[config.mk]
export PLATFORM = sky130hd
export DESIGN_NAME = cla_adder_pipe_flat
export DESIGN_NICKNAME = d
export VERILOG_FILES = /design/src/rtl/cla_adder_pipe_if.sv /design/src/rtl/cla_adder_pipe.sv /design/src/flat_wrapper.sv
export SDC_FILE = /design/constraint.sdc
export NUM_CORES = 1
export LEC_CHECK = 0
export CAP_MARGIN = 10
export CORE_ASPECT_RATIO = 1.25
export CORE_MARGIN = 3
export CORE_UTILIZATION = 40
export CTS_CLUSTER_DIAMETER = 150
export DETAILED_ROUTE_END_ITERATION = 8
export HOLD_SLACK_MARGIN = 0.03
export PLACE_DENSITY_LB_ADDON = 0.15
export SETUP_SLACK_MARGIN = 0.3
export SYNTH_ARGS = -nofsm -noshare
export SYNTH_HDL_FRONTEND = slang
export SYNTH_SLANG_ARGS = --single-unit
[constraint.sdc]
create_clock -name clk -period 4.1 [get_ports clk]
set_input_delay 0.615 -clock clk [delete_from_list [all_inputs] [get_ports clk]]
set_output_delay 0.615 -clock clk [all_outputs]
set_load 0.01 [all_outputs]
[src/rtl/cla_adder_pipe_if.sv]
// cla_adder_pipe_if: operand/result valid-ready bundle for the pipelined CLA adder
interface cla_adder_pipe_if #(parameter int WIDTH = 32);
  logic             in_valid;
  logic             in_ready;
  logic [WIDTH-1:0] a;
  logic [WIDTH-1:0] b;
  logic             cin;
  logic             sub;
  logic             out_valid;
  logic             out_ready;
  logic [WIDTH-1:0] sum;
  logic             cout;
  logic             ovf;
  logic             zero;
  logic             p_all;
  logic             g_all;
  modport master (
    output in_valid, a, b, cin, sub, out_ready,
    input  in_ready, out_valid, sum, cout, ovf, zero, p_all, g_all
  );
  modport slave (
    input  in_valid, a, b, cin, sub, out_ready,
    output in_ready, out_valid, sum, cout, ovf, zero, p_all, g_all
  );
endinterface

[src/rtl/cla_adder_pipe.sv]
// cla_adder_pipe: pipelined group carry-lookahead add/sub with valid/ready flow control
module cla_adder_pipe #(
  parameter int WIDTH = 32,
  parameter int GROUP = 4
) (
  input logic           clk,
  input logic           rst_n,
  cla_adder_pipe_if.slave bus
);
  localparam int NG = WIDTH / GROUP;
  logic adv;
  logic [WIDTH-1:0] b_eff;
  logic v1, c0_1;
  logic [WIDTH-1:0] p1, g1;
  logic [NG-1:0] gp, gg;
  logic [NG:0] gc;
  logic wg, t2, acc2;
  logic v2, pa2, wg2;
  logic [WIDTH-1:0] p2, g2;
  logic [NG:0] gc2;
  logic [WIDTH-1:0] c;
  logic t3, acc3;
  logic v3, co3, pa3, wg3;
  logic [WIDTH-1:0] p3, c3;
  logic ov_q, cout_q, ovf_q, zero_q, pa_q, ga_q;
  logic [WIDTH-1:0] sum_q, sum_n;
  // one global advance: every stage shifts together or holds together
  assign adv          = !ov_q | bus.out_ready;
  assign bus.in_ready = adv;
  assign b_eff        = bus.sub ? ~bus.b : bus.b;
  always_ff @(posedge clk or negedge rst_n)
    if (!rst_n) begin
      v1   <= 1'b0;
      c0_1 <= 1'b0;
      p1   <= '0;
      g1   <= '0;
    end else if (adv) begin
      v1   <= bus.in_valid;
      c0_1 <= bus.sub | bus.cin;
      p1   <= bus.a ^ b_eff;
      g1   <= bus.a & b_eff;
    end
  // group P/G, then group carry-ins expanded as a flat lookahead from c0
  always_comb begin
    gp   = '0;
    gg   = '0;
    gc   = '0;
    wg   = 1'b0;
    t2   = 1'b0;
    acc2 = 1'b0;
    for (int j = 0; j < NG; j++) begin
      gp[j] = &p1[j*GROUP +: GROUP];
      acc2  = 1'b0;
      for (int i = 0; i < GROUP; i++) begin
        t2 = g1[j*GROUP+i];
        for (int k = 0; k < GROUP; k++) if (k > i) t2 = t2 & p1[j*GROUP+k];
        acc2 = acc2 | t2;
      end
      gg[j] = acc2;
    end
    for (int j = 0; j <= NG; j++) begin
      acc2 = c0_1;
      for (int k = 0; k < NG; k++) if (k < j) acc2 = acc2 & gp[k];
      for (int i = 0; i < NG; i++) if (i < j) begin
        t2 = gg[i];
        for (int k = 0; k < NG; k++) if (k > i && k < j) t2 = t2 & gp[k];
        acc2 = acc2 | t2;
      end
      gc[j] = acc2;
    end
    for (int i = 0; i < NG; i++) begin
      t2 = gg[i];
      for (int k = 0; k < NG; k++) if (k > i) t2 = t2 & gp[k];
      wg = wg | t2;
    end
  end
  always_ff @(posedge clk or negedge rst_n)
    if (!rst_n) begin
      v2  <= 1'b0;
      p2  <= '0;
      g2  <= '0;
      gc2 <= '0;
      pa2 <= 1'b0;
      wg2 <= 1'b0;
    end else if (adv) begin
      v2  <= v1;
      p2  <= p1;
      g2  <= g1;
      gc2 <= gc;
      pa2 <= &gp;
      wg2 <= wg;
    end
  // per-bit carry into each position, looked ahead from its group carry-in
  always_comb begin
    c    = '0;
    t3   = 1'b0;
    acc3 = 1'b0;
    for (int j = 0; j < NG; j++)
      for (int i = 0; i < GROUP; i++) begin
        acc3 = gc2[j];
        for (int k = 0; k < GROUP; k++) if (k < i) acc3 = acc3 & p2[j*GROUP+k];
        for (int m = 0; m < GROUP; m++) if (m < i) begin
          t3 = g2[j*GROUP+m];
          for (int k = 0; k < GROUP; k++) if (k > m && k < i) t3 = t3 & p2[j*GROUP+k];
          acc3 = acc3 | t3;
        end
        c[j*GROUP+i] = acc3;
      end
  end
  always_ff @(posedge clk or negedge rst_n)
    if (!rst_n) begin
      v3  <= 1'b0;
      p3  <= '0;
      c3  <= '0;
      co3 <= 1'b0;
      pa3 <= 1'b0;
      wg3 <= 1'b0;
    end else if (adv) begin
      v3  <= v2;
      p3  <= p2;
      c3  <= c;
      co3 <= gc2[NG];
      pa3 <= pa2;
      wg3 <= wg2;
    end
  assign sum_n = p3 ^ c3;
  always_ff @(posedge clk or negedge rst_n)
    if (!rst_n) begin
      ov_q   <= 1'b0;
      sum_q  <= '0;
      cout_q <= 1'b0;
      ovf_q  <= 1'b0;
      zero_q <= 1'b0;
      pa_q   <= 1'b0;
      ga_q   <= 1'b0;
    end else if (adv) begin
      ov_q   <= v3;
      sum_q  <= sum_n;
      cout_q <= co3;
      ovf_q  <= co3 ^ c3[WIDTH-1];
      zero_q <= ~|sum_n;
      pa_q   <= pa3;
      ga_q   <= wg3;
    end
  assign bus.out_valid = ov_q;
  assign bus.sum       = sum_q;
  assign bus.cout      = cout_q;
  assign bus.ovf       = ovf_q;
  assign bus.zero      = zero_q;
  assign bus.p_all     = pa_q;
  assign bus.g_all     = ga_q;
endmodule

[src/flat_wrapper.sv]
// flat-port wrapper written by rule: the top's interface ports become plain ports
module cla_adder_pipe_flat 
#(
  parameter int WIDTH = 32,
  parameter int GROUP = 4
)
  (clk, rst_n, bus_in_valid, bus_a, bus_b, bus_cin, bus_sub, bus_out_ready, bus_in_ready, bus_out_valid, bus_sum, bus_cout, bus_ovf, bus_zero, bus_p_all, bus_g_all);
  cla_adder_pipe_if #(.WIDTH(WIDTH)) bus_i ();
  input logic clk;
  input logic rst_n;
  input wire logic [$bits(bus_i.in_valid)-1:0] bus_in_valid;
  input wire logic [$bits(bus_i.a)-1:0] bus_a;
  input wire logic [$bits(bus_i.b)-1:0] bus_b;
  input wire logic [$bits(bus_i.cin)-1:0] bus_cin;
  input wire logic [$bits(bus_i.sub)-1:0] bus_sub;
  input wire logic [$bits(bus_i.out_ready)-1:0] bus_out_ready;
  output wire logic [$bits(bus_i.in_ready)-1:0] bus_in_ready;
  output wire logic [$bits(bus_i.out_valid)-1:0] bus_out_valid;
  output wire logic [$bits(bus_i.sum)-1:0] bus_sum;
  output wire logic [$bits(bus_i.cout)-1:0] bus_cout;
  output wire logic [$bits(bus_i.ovf)-1:0] bus_ovf;
  output wire logic [$bits(bus_i.zero)-1:0] bus_zero;
  output wire logic [$bits(bus_i.p_all)-1:0] bus_p_all;
  output wire logic [$bits(bus_i.g_all)-1:0] bus_g_all;
  assign bus_i.in_valid = bus_in_valid;
  assign bus_i.a = bus_a;
  assign bus_i.b = bus_b;
  assign bus_i.cin = bus_cin;
  assign bus_i.sub = bus_sub;
  assign bus_i.out_ready = bus_out_ready;
  assign bus_in_ready = bus_i.in_ready;
  assign bus_out_valid = bus_i.out_valid;
  assign bus_sum = bus_i.sum;
  assign bus_cout = bus_i.cout;
  assign bus_ovf = bus_i.ovf;
  assign bus_zero = bus_i.zero;
  assign bus_p_all = bus_i.p_all;
  assign bus_g_all = bus_i.g_all;
  cla_adder_pipe #(.WIDTH(WIDTH), .GROUP(GROUP)) u_core (.clk(clk), .rst_n(rst_n), .bus(bus_i));
endmodule
==> summary.md <==
| Metric | Value |
|---|---|
| Drt first pass iters | `4` |
| Crit-path leading delay family | `buffers and inverters` |
| Top cells by area, synth | `dfrtp_1 (57%), nand2_1 (19%), ha_1 (3.8%), xor2_1 (3.4%), nor2_1 (3.2%)` |
| Netlist Area Pre-Place | `10,500 um^2` |
| Worst vdd ir | `340 uV` |
| Post-DRT Antenna Nets | `0` |
| Fmax | `around 380 MHz` |
| Total CTS buffers | `24` |
| Critical Path AT | `2.03 ns` |
| Clock Sink Count | `between 200 and 250` |
| Hold Vio Cnt, Final | `0` |
| CTS tree | `done` |
| Die Y-Extent | `187 um` |
| HP Class | `in -> async` |
| Die Width | `151 um` |
| PostCTS Resize Cnt | `0` |
| FF-to-FF End | `u_core.bus.zero` |
| Row count | `65` |
| Setup crit end kind | `output pin` |
| DRT met1 WL | `between 10,000 and 15,000 um` |
| Via Count | `7,427` |
| GRT Total Usage | `0.158` |
| IO Port Bufs | `108` |
| CP max stage delay | `0.59 ns` |
| Core ar. | `around 25,000 um^2` |
| Synth Instances | `roughly 1,200` |
| Setup violators final | `0` |
| Synthesized area per cell | `between 9 and 10 um^2` |
| Status | `complete, no violations` |
| Slew headroom | `0.298` |
| Crit path buffers/inverters | `3` |
| Max-cap violations | `0` |
| Crit path kind | `in -> out` |
| # diodes | `0` |
| RSZ-0062 raised after global routing | `false` |
| Area Growth Syn to Fin | `20.0%` |
| CP Max Fanout | `48` |
| Power Total | `approximately 9.1 mW` |
| Postcts setup bufs | `0` |
| Root Driver | `clkbuf_16` |
| Leading cell type in the layout, fill and taps excluded | `nand2_1` |
| Number of hold-repair buffers added at the cts stage | `0` |
| Vias in the first global route | `7,061` |
| Metal3 WL | `~860 um` |
| Slew of the pin with the lowest slew margin | `1.05 ns` |
| Starting DRT DRC Count | `480` |
| WL/cell | `14.0 um` |
| Clk_lat worst skew | `0.51 ns` |
| Worst Skew | `about 0.013 ns` |
| R2r setup slk | `2.05 ns` |
| Crit path cell chain | `clkdlybuf4s50_1 > nor2b_4 > inv_8 > clkdlybuf4s50_1` |
| Worst r2r src | `u_core.c3[17]` |
| Met2 WL | `slightly below 10,000 um` |
| Synth warn | `0` |
| Largest net degree at the start of global routing | `218` |
| IO Pins | `109` |
| Yosys top cell area share | `0.574` |
| FF-to-FF path depth | `5` |
| CP required | `around 3.5 ns` |
| Final Cycle Share | `0.644` |
| GPL Wtd Cong | `between 0.7 and 0.8` |
| Max Slew Vio Count | `0` |
| First-pass GRT wire length | `36,900 um` |
| Share of layout cells above drive strength 1 | `0.0432` |
| Worst path slowest cell | `clkdlybuf4s50_1` |
| Fin crit period | `between 2 and 3 ns` |
| Initial Util | `0.411` |
| Clock Path Buffers | `3` |
| Yosys cell types | `38` |
| Fillers | `2,455` |
| Startpoint Class | `input pin` |
| Vias per cell | `approximately 4.7` |
| Register bit total from synthesis | `240` |
| Power Density | `726 nW/um^2` |
| Synth area leader | `dfrtp_1` |
| H-tree depth | `1` |
| Clock slew at reported path FFs | `0.06 ns` |
| Congestion Overflow GR | `0` |
| Routed WL | `around 22,000 um` |
| Syn Nets | `1,254` |
| Footprint of the multi-input gates | `about 4200 um^2` |
| Layout Nets | `roughly 1,300` |
| DRC Markers | `0` |
| TNS Setup | `0 ns` |
| Sequential area share after synthesis | `0.574` |
| HPWL after DPL | `14,900 um` |
| Sequential Area | `~6000 um^2` |
| LEAKAGE | `6.29 nW` |
| Initial antenna violation count | `0` |
| Crit-path most repeated cell | `clkdlybuf4s50_1` |
| Commonest non-fill, non-tap cells in the layout | `nand2_1 (527), dfrtp_1 (240), clkdlybuf4s50_1 (106), nor2_1 (88), a21oi_1 (50)` |
| DR top layer | `met4` |
| Die ar. | `about 28,000 um^2` |
[cells by family after synthesis]
logic type               after synthesis  share of synthesized area
AND/OR/NAND/NOR                      642                      0.238
adder cells (fa/ha/maj)               32                     0.0383
AO/OA/AOI/OAI                        105                     0.0591
buffers and inverters                 59                     0.0232
XOR/XNOR                              65                     0.0573
flip-flops                           240                      0.574
multiplexers                           9                    0.00957
[final cells by class]
| class | instances | area share |
|---|---|---|
| Tap cell | 335 | 0.0334 |
| Clock inverter | 1 | 0.000399 |
| Timing Repair Buffer | 113 | 0.0921 |
| Clock buffer | 40 | 0.0583 |
| Sequential cell | 240 | 0.478 |
| Inverter | 3 | 0.00149 |
| Multi-Input combinational cell | 853 | 0.336 |
[state kept, by name, indices dropped and copies added, names as in the netlist, 9 cells and up]
register,count
u_core.p3,32
u_core.p2,32
u_core.p1,32
u_core.g1,32
u_core.g2,24
u_core.gc2,9
u_core.c3,32
u_core.bus.sum,32
[layer usage]
layer / global-route usage / up-vias
met5: 0 / -
met4: 0.0304 / 0
met3: 0.0211 / 22
met2: 0.235 / 124
met1: 0.251 / 3456
li1: - / 3825
[power by group]
part / internal [mW] / switching, mW
registers: 3.37 / 0.726
logic: 1.29 / 1.66
clock network: 1.20 / 0.862
[per-stage QoR]
step / util / cells / cell area (um^2) / setup WS, ns / hold slack, ns
2_1_floorplan: - / 1152 / 10500 / 2.15 / 0.319
3_3_place_gp: 0.464 / 1544 / 11800 / 1.45 / 0.445
3_5_place_dp: 0.464 / 1544 / 11800 / 1.45 / 0.448
4_1_cts: 0.493 / 1585 / 12600 / 1.45 / 0.192
5_1_grt: 0.493 / 1585 / 12600 / 1.40 / 0.217
6_report: 0.493 / 1585 / 12600 / 1.46 / 0.139
[worst max path at each step]
stage | start | endpoint | slack (ns) | cells after the start
6_report | bus_out_ready | bus_in_ready | 1.46 | 4
2_1_floorplan | bus_out_ready | bus_in_ready | 2.15 | 4
4_1_cts | bus_out_ready | bus_in_ready | 1.45 | 4
3_5_place_dp | bus_out_ready | bus_in_ready | 1.45 | 4
3_3_place_gp | bus_out_ready | bus_in_ready | 1.45 | 4
5_1_grt | bus_out_ready | bus_in_ready | 1.40 | 4
[cell usage after synthesis, drive strengths merged]
| cell type | instances |
|---|---|
| xnor2 | 24 |
| dfrtp | 240 |
| a221oi | 1 |
| a22o | 1 |
| a21o | 17 |
| nor4 | 3 |
| nor3 | 1 |
| mux2i | 1 |
| clkbuf | 21 |
| o31ai | 1 |
| nor2 | 88 |
| o21ai | 26 |
| nand4 | 9 |
| inv | 3 |
| a221o | 1 |
| nand3 | 2 |
| and4 | 4 |
| o21a | 2 |
| o32a | 1 |
| or2 | 1 |
| nand2 | 527 |
| nand2b | 2 |
| a211oi | 2 |
| nor2b | 1 |
| a21oi | 50 |
| o211a | 1 |
| and2 | 1 |
| a41oi | 1 |
| ha | 32 |
| o41ai | 1 |
| mux2 | 8 |
| xor2 | 41 |
| and2b | 1 |
| or4 | 2 |
| buf | 35 |
Note: power is estimated with default switching activity, not from simulation.
